**src/rtl/stopwatch_counter.sv**
```systemverilog
// Stopwatch time base: centisecond prescaler, SS.cc BCD counter under a
// start/stop/clear FSM, and registered active-high 7-segment digit encoding.
module stopwatch_counter #(
  parameter int unsigned TICK_DIV      = 1_000_000,
  parameter bit          BLANK_LEADING = 1'b1
) (
  input  logic        clk,
  input  logic        rst_n,
  input  logic        start_stop,
  input  logic        clear,
  output logic        running,
  output logic [15:0] bcd_value,
  output logic [6:0]  digit0_segments,
  output logic [6:0]  digit1_segments,
  output logic [6:0]  digit2_segments,
  output logic [6:0]  digit3_segments
);

  localparam int unsigned     PW        = (TICK_DIV > 1) ? $clog2(TICK_DIV) : 1;
  localparam logic [PW-1:0]   PRESC_MAX = PW'(TICK_DIV - 1);

  typedef enum logic [1:0] {IDLE, RUNNING, PAUSED} state_t;

  state_t        state_q, state_d;
  logic [PW-1:0] presc_q, presc_d;
  logic [15:0]   bcd_p0, bcd_d;
  logic          tick;
  logic [6:0]    seg0_p1, seg1_p1, seg2_p1, seg3_p1;

  function automatic logic [6:0] seg7_encode(input logic [3:0] d);
    logic [6:0] s;
    case (d)
      4'd0:    s = 7'h3F;
      4'd1:    s = 7'h06;
      4'd2:    s = 7'h5B;
      4'd3:    s = 7'h4F;
      4'd4:    s = 7'h66;
      4'd5:    s = 7'h6D;
      4'd6:    s = 7'h7D;
      4'd7:    s = 7'h07;
      4'd8:    s = 7'h7F;
      4'd9:    s = 7'h6F;
      default: s = 7'h00;
    endcase
    return s;
  endfunction

  // Ripple-carry BCD increment; 59.99 wraps to 00.00.
  function automatic logic [15:0] bcd_inc(input logic [15:0] v);
    logic [15:0] r;
    r = v;
    if (v[3:0] != 4'd9) begin
      r[3:0] = v[3:0] + 4'd1;
    end else begin
      r[3:0] = 4'd0;
      if (v[7:4] != 4'd9) begin
        r[7:4] = v[7:4] + 4'd1;
      end else begin
        r[7:4] = 4'd0;
        if (v[11:8] != 4'd9) begin
          r[11:8] = v[11:8] + 4'd1;
        end else begin
          r[11:8]  = 4'd0;
          r[15:12] = (v[15:12] != 4'd5) ? v[15:12] + 4'd1 : 4'd0;
        end
      end
    end
    return r;
  endfunction

  assign tick = (state_q == RUNNING) && (presc_q == PRESC_MAX);

  always_comb begin
    state_d = state_q;
    presc_d = presc_q;
    bcd_d   = bcd_p0;
    if (clear) begin
      state_d = IDLE;
      presc_d = '0;
      bcd_d   = '0;
    end else begin
      case (state_q)
        IDLE: begin
          if (start_stop) begin
            state_d = RUNNING;
            presc_d = '0;
          end
        end
        RUNNING: begin
          if (tick) begin
            bcd_d   = bcd_inc(bcd_p0);
            presc_d = '0;
          end else if (!start_stop) begin
            presc_d = presc_q + PW'(1);
          end
          if (start_stop) state_d = PAUSED;
        end
        PAUSED: begin
          if (start_stop) state_d = RUNNING;
        end
        default: state_d = IDLE;
      endcase
    end
  end

  // Stage p0: control state, prescaler and BCD count
  always_ff @(posedge clk or negedge rst_n) begin
    if (!rst_n) begin
      state_q <= IDLE;
      presc_q <= '0;
      bcd_p0  <= '0;
    end else begin
      state_q <= state_d;
      presc_q <= presc_d;
      bcd_p0  <= bcd_d;
    end
  end

  // Stage p1: segment patterns from the registered count
  always_ff @(posedge clk or negedge rst_n) begin
    if (!rst_n) begin
      seg0_p1 <= 7'h3F;
      seg1_p1 <= 7'h3F;
      seg2_p1 <= 7'h3F;
      seg3_p1 <= BLANK_LEADING ? 7'h00 : 7'h3F;
    end else begin
      seg0_p1 <= seg7_encode(bcd_p0[3:0]);
      seg1_p1 <= seg7_encode(bcd_p0[7:4]);
      seg2_p1 <= seg7_encode(bcd_p0[11:8]);
      seg3_p1 <= (BLANK_LEADING && (bcd_p0[15:12] == 4'd0)) ? 7'h00
                                                            : seg7_encode(bcd_p0[15:12]);
    end
  end

  assign running         = (state_q == RUNNING);
  assign bcd_value       = bcd_p0;
  assign digit0_segments = seg0_p1;
  assign digit1_segments = seg1_p1;
  assign digit2_segments = seg2_p1;
  assign digit3_segments = seg3_p1;

endmodule

```
**config.mk**
```make
export PLATFORM = sky130hd
export DESIGN_NAME = stopwatch_counter
export DESIGN_NICKNAME = d
export VERILOG_FILES = /design/src/rtl/stopwatch_counter.sv
export SDC_FILE = /design/constraint.sdc
export NUM_CORES = 1
export LEC_CHECK = 0
export ABC_AREA = 1
export ABC_CLOCK_PERIOD_IN_PS = 1600
export BUFFER_PORTS_ARGS = -buffer_cell sky130_fd_sc_hd__buf_2
export CAP_MARGIN = 20
export CORE_ASPECT_RATIO = 1.25
export CORE_UTILIZATION = 50
export DETAILED_ROUTE_END_ITERATION = 16
export GPL_TIMING_DRIVEN = 0
export PLACE_DENSITY = 0.71
export SLEW_MARGIN = 10
export SYNTH_ARGS = -nofsm -noshare
export SYNTH_HDL_FRONTEND = slang
export SYNTH_SLANG_ARGS = --single-unit
export TNS_END_PERCENT = 50
```
**constraint.sdc**
```tcl
create_clock -name clk -period 1.6 [get_ports clk]
set_input_delay 0.16 -clock clk [delete_from_list [all_inputs] [get_ports clk]]
set_output_delay 0.16 -clock clk [all_outputs]
set_load 0.05 [all_outputs]
```
==> metrics.yaml <==
outcome:
  status: "finished, violations left"
  violations: "negative setup slack"
worst_setup_path:
  path_max_fanout: 7
  worstPathRequired_ns: 1.88
  worst_setup_path_end_kind: "flop"
  critPathKind: "flop to flop"
  endpoint: "bcd_value[14]"
  critPathLaunch: "presc_q[12]"
  reg2reg_depth: 8
  critPathLaunchType: "flop"
  r2r-start: "presc_q[12]"
  rr_endpoint: "bcd_value[14]"
  r2r_slack_ns: -0.005
  cp_data_arrival_time_ns: 1.89
detailed_routing:
  routedWlPerCell_um: 13.3
  drc_errors: 0
  first_pass_iters: 5
  vias: 3608
  drt-total-wl_mm: 9.18
  drt_iter0_markers: 173
  viasPerCell: 5.24
  ant_nets: 0
timing:
  period_minus_slack_ns: 1.61
  finalCritPeriodShare_pct: 100
  tightest_slew_ns: 0.808
  slew_violations: 0
  hold_viol_final: 0
  fmax_mhz: 623
  rsz0062_at_grt: "yes"
  setup_viol: 1
  setup_tns_ns: -0.00520
  setup_slack_ns: -0.00520
  fin_worst_skew_ns: 0.00593
  slew_headroom_pct: 46.1
layout:
  final_cell_area_um2: 5080
  post_route_cells_drive_above_1_share_pct: 34.8
  fin_nets: 624
  fillers: 657
  syn_to_final_growth_pct: 24.4
  num_antenna_cells: 0
clocking:
  clock_latency_ns: 0.34
  cts_buffer_depth: 2
  cts.clk_slew.worst_paths_ns: 0.08
  cts_sinks: 66
  clock-root-buffer: "clkbuf_8"
  htreeDepth: 3
  cts_tree: "yes"
  cts_inserted_buffers: 9
synth:
  ys_types: 34
  syn_area_um2: 4080
  ys_seq_elements: 66
  synth_cells: 509
  ys_seq_area_share_pct: 41.0
  netlist.area_leader.share_pct: 29.4
  syn_avg_cell_area_um2: 8.02
  yosysWarnings: 0
  synth.largest_area_cell: "dfrtp_1"
  synth_area_leaders: "dfrtp_1 (29%), nand2_1 (12%), dfstp_2 (12%), ha_1 (9.5%), inv_1 (5.1%)"
  synth.net_count: 544
power:
  p_seq_share_pct: 39.3
  combPwrFrac_pct: 33.9
  sw_frac_of_total_pct: 40.6
  p_int_mw: 3.15
  leakagePower_nw: 2.47
  power.total_mw: 5.30
  p_switching_mw: 2.15
  clkPwrFrac_pct: 26.8
  vdd_drop_max_v: 0.000686
  p_per_area_nw_per_um2: 1040
global_route:
  antenna_found_initial: 0
  grt.total_usage_pct: 21.3
  grt_overflow: 0
  grt_pass1_wl_mm: 14.6
  grt_pass1_vias: 3275
  grt_max_degree: 67
place:
  post_dp_cell_area_um2: 4470
  place_congestion: 0.881
  hpwlAfterDp_mm: 6.25
  port_buffers: 48
  place_ws_ns: -0.142
floorplan:
  initial_core_util_pct: 52.1
  ios: 49
  num_rows: 36
  die_y_um: 103
  die-area_um2: 8540
  fp.dieW_um: 82.8
  core-area_um2: 7840
worst_hold_path:
  hold_class: "input pin to flop"
job:
  max_cap_viol_count: 0
-- cell families after synthesis --
kind of cell | Yosys count | share of synthesized area, %
compound gates | 58 | 9.16
fa+ha+maj | 31 | 9.50
simple gates | 275 | 31.7
buf+inv | 75 | 7.81
xor+xnor | 4 | 0.858
flops | 66 | 41.0
-- final cells by class --
cell class              instances  area [um2]  area share [%]
plain buffers                   9        80.1            1.58
clock buffers                  12         176            3.47
clock inverters                 4        30.0           0.591
inverters                      64         248            4.87
multi-input cells             369        2300            45.3
flip-flops and latches         66        1690            33.3
well taps                      95         119            2.34
repair buffers                 70         434            8.54
-- how the worst min path moves through the flow --
stage,start,end,depth (start not counted)
finish,clear,presc_q[6],4
global route,clear,presc_q[5],4
CTS,clear,presc_q[6],4
detailed placement,rst_n,presc_q[11],1
global placement,state_q[0],state_q[0],1
floorplan,rst_n,bcd_value[0],0
-- metal layers --
metal	GRT usage (%)	vias to the layer above	wire length (um)	part of all wire (%)
met4	9.42	0	188	2.0
met5	0	-	0	0
met1	24.8	1698	3910	43
met3	4.96	22	342	3.7
li1	-	1810	-	-
met2	37.9	78	4740	52
-- state kept, by name, summed over array words and instances (netlist names) --
name             flops
digit0_segments      7
digit2_segments      7
bcd_value           16
digit1_segments      7
digit3_segments      7
state_q              2
presc_q             20
-- stage by stage --
step           utilization, %  instances  hold slack, ns
6_report                 64.8        689           0.155
5_1_grt                  64.8        689           0.175
4_1_cts                  60.6        672           0.143
3_5_place_dp             57.0        652           0.308
3_3_place_gp             57.0        652           0.465
2_1_floorplan               -        509          -0.136
-- synth_stat cells --
cell / instances
a21boi_4: 1
a21oi_1: 8
a21oi_2: 2
a22o_1: 1
buf_2: 6
buf_6: 4
clkbuf_1: 1
clkinv_1: 1
dfrtp_1: 48
dfstp_2: 18
ha_1: 31
inv_1: 56
inv_2: 7
nand2_1: 135
nand2_2: 2
nand2_4: 3
nand3_1: 34
nand3_2: 7
nand3_4: 1
nand4_1: 27
nand4_2: 1
nor2_1: 46
nor2_2: 4
nor2_4: 3
nor3_1: 5
nor3b_1: 1
o211ai_1: 1
o211ai_4: 1
o21ai_0: 22
o21ai_1: 11
o21ai_2: 10
o31ai_1: 1
or2_2: 6
xor2_1: 4
-- what timing repair did --
item | 4_1_cts | 5_1_grt
setup buffers | 3 | 17
endpoints found under the hold margin | 48 | 0
pin swaps | 3 | 22
hold buffers | 1 | 0
gates cloned | 0 | 2
endpoints found under the setup margin | 35 | 41
gates resized for setup | 13 | 47
-- critical path, cell delays in order (launching register included) --
cell and delay [ns]:
dfrtp_2 0.46, nor2_2 0.16, nand3_1 0.14, nor2_4 0.18, nand4_4 0.12, nand2_8 0.17
clkbuf_16 0.16, nand4_1 0.08, nand2_1 0.07
-- power by group through the flow --
stage	Sequential, mW	Combinational (mW)	Clock [mW]
after global placement	2.11	1.66	0
after global routing	2.11	1.96	1.54
final	2.08	1.79	1.42
after CTS	2.09	1.71	1.46
after floorplan	2.86	0.549	0
after detailed placement	2.12	1.69	0
-- layout by cell type, fill, tap and decap left out, types with 21 or more instances in the layout --
cell type  count
inv_1         51
o21ai_0       22
nand2_1      127
nor2_1        36
ha_1          30
nand4_1       27
dfrtp_1       34
nand3_1       30
buf_2         50
buf_4         21
No activity file was read; power rests on OpenSTA's default activity.
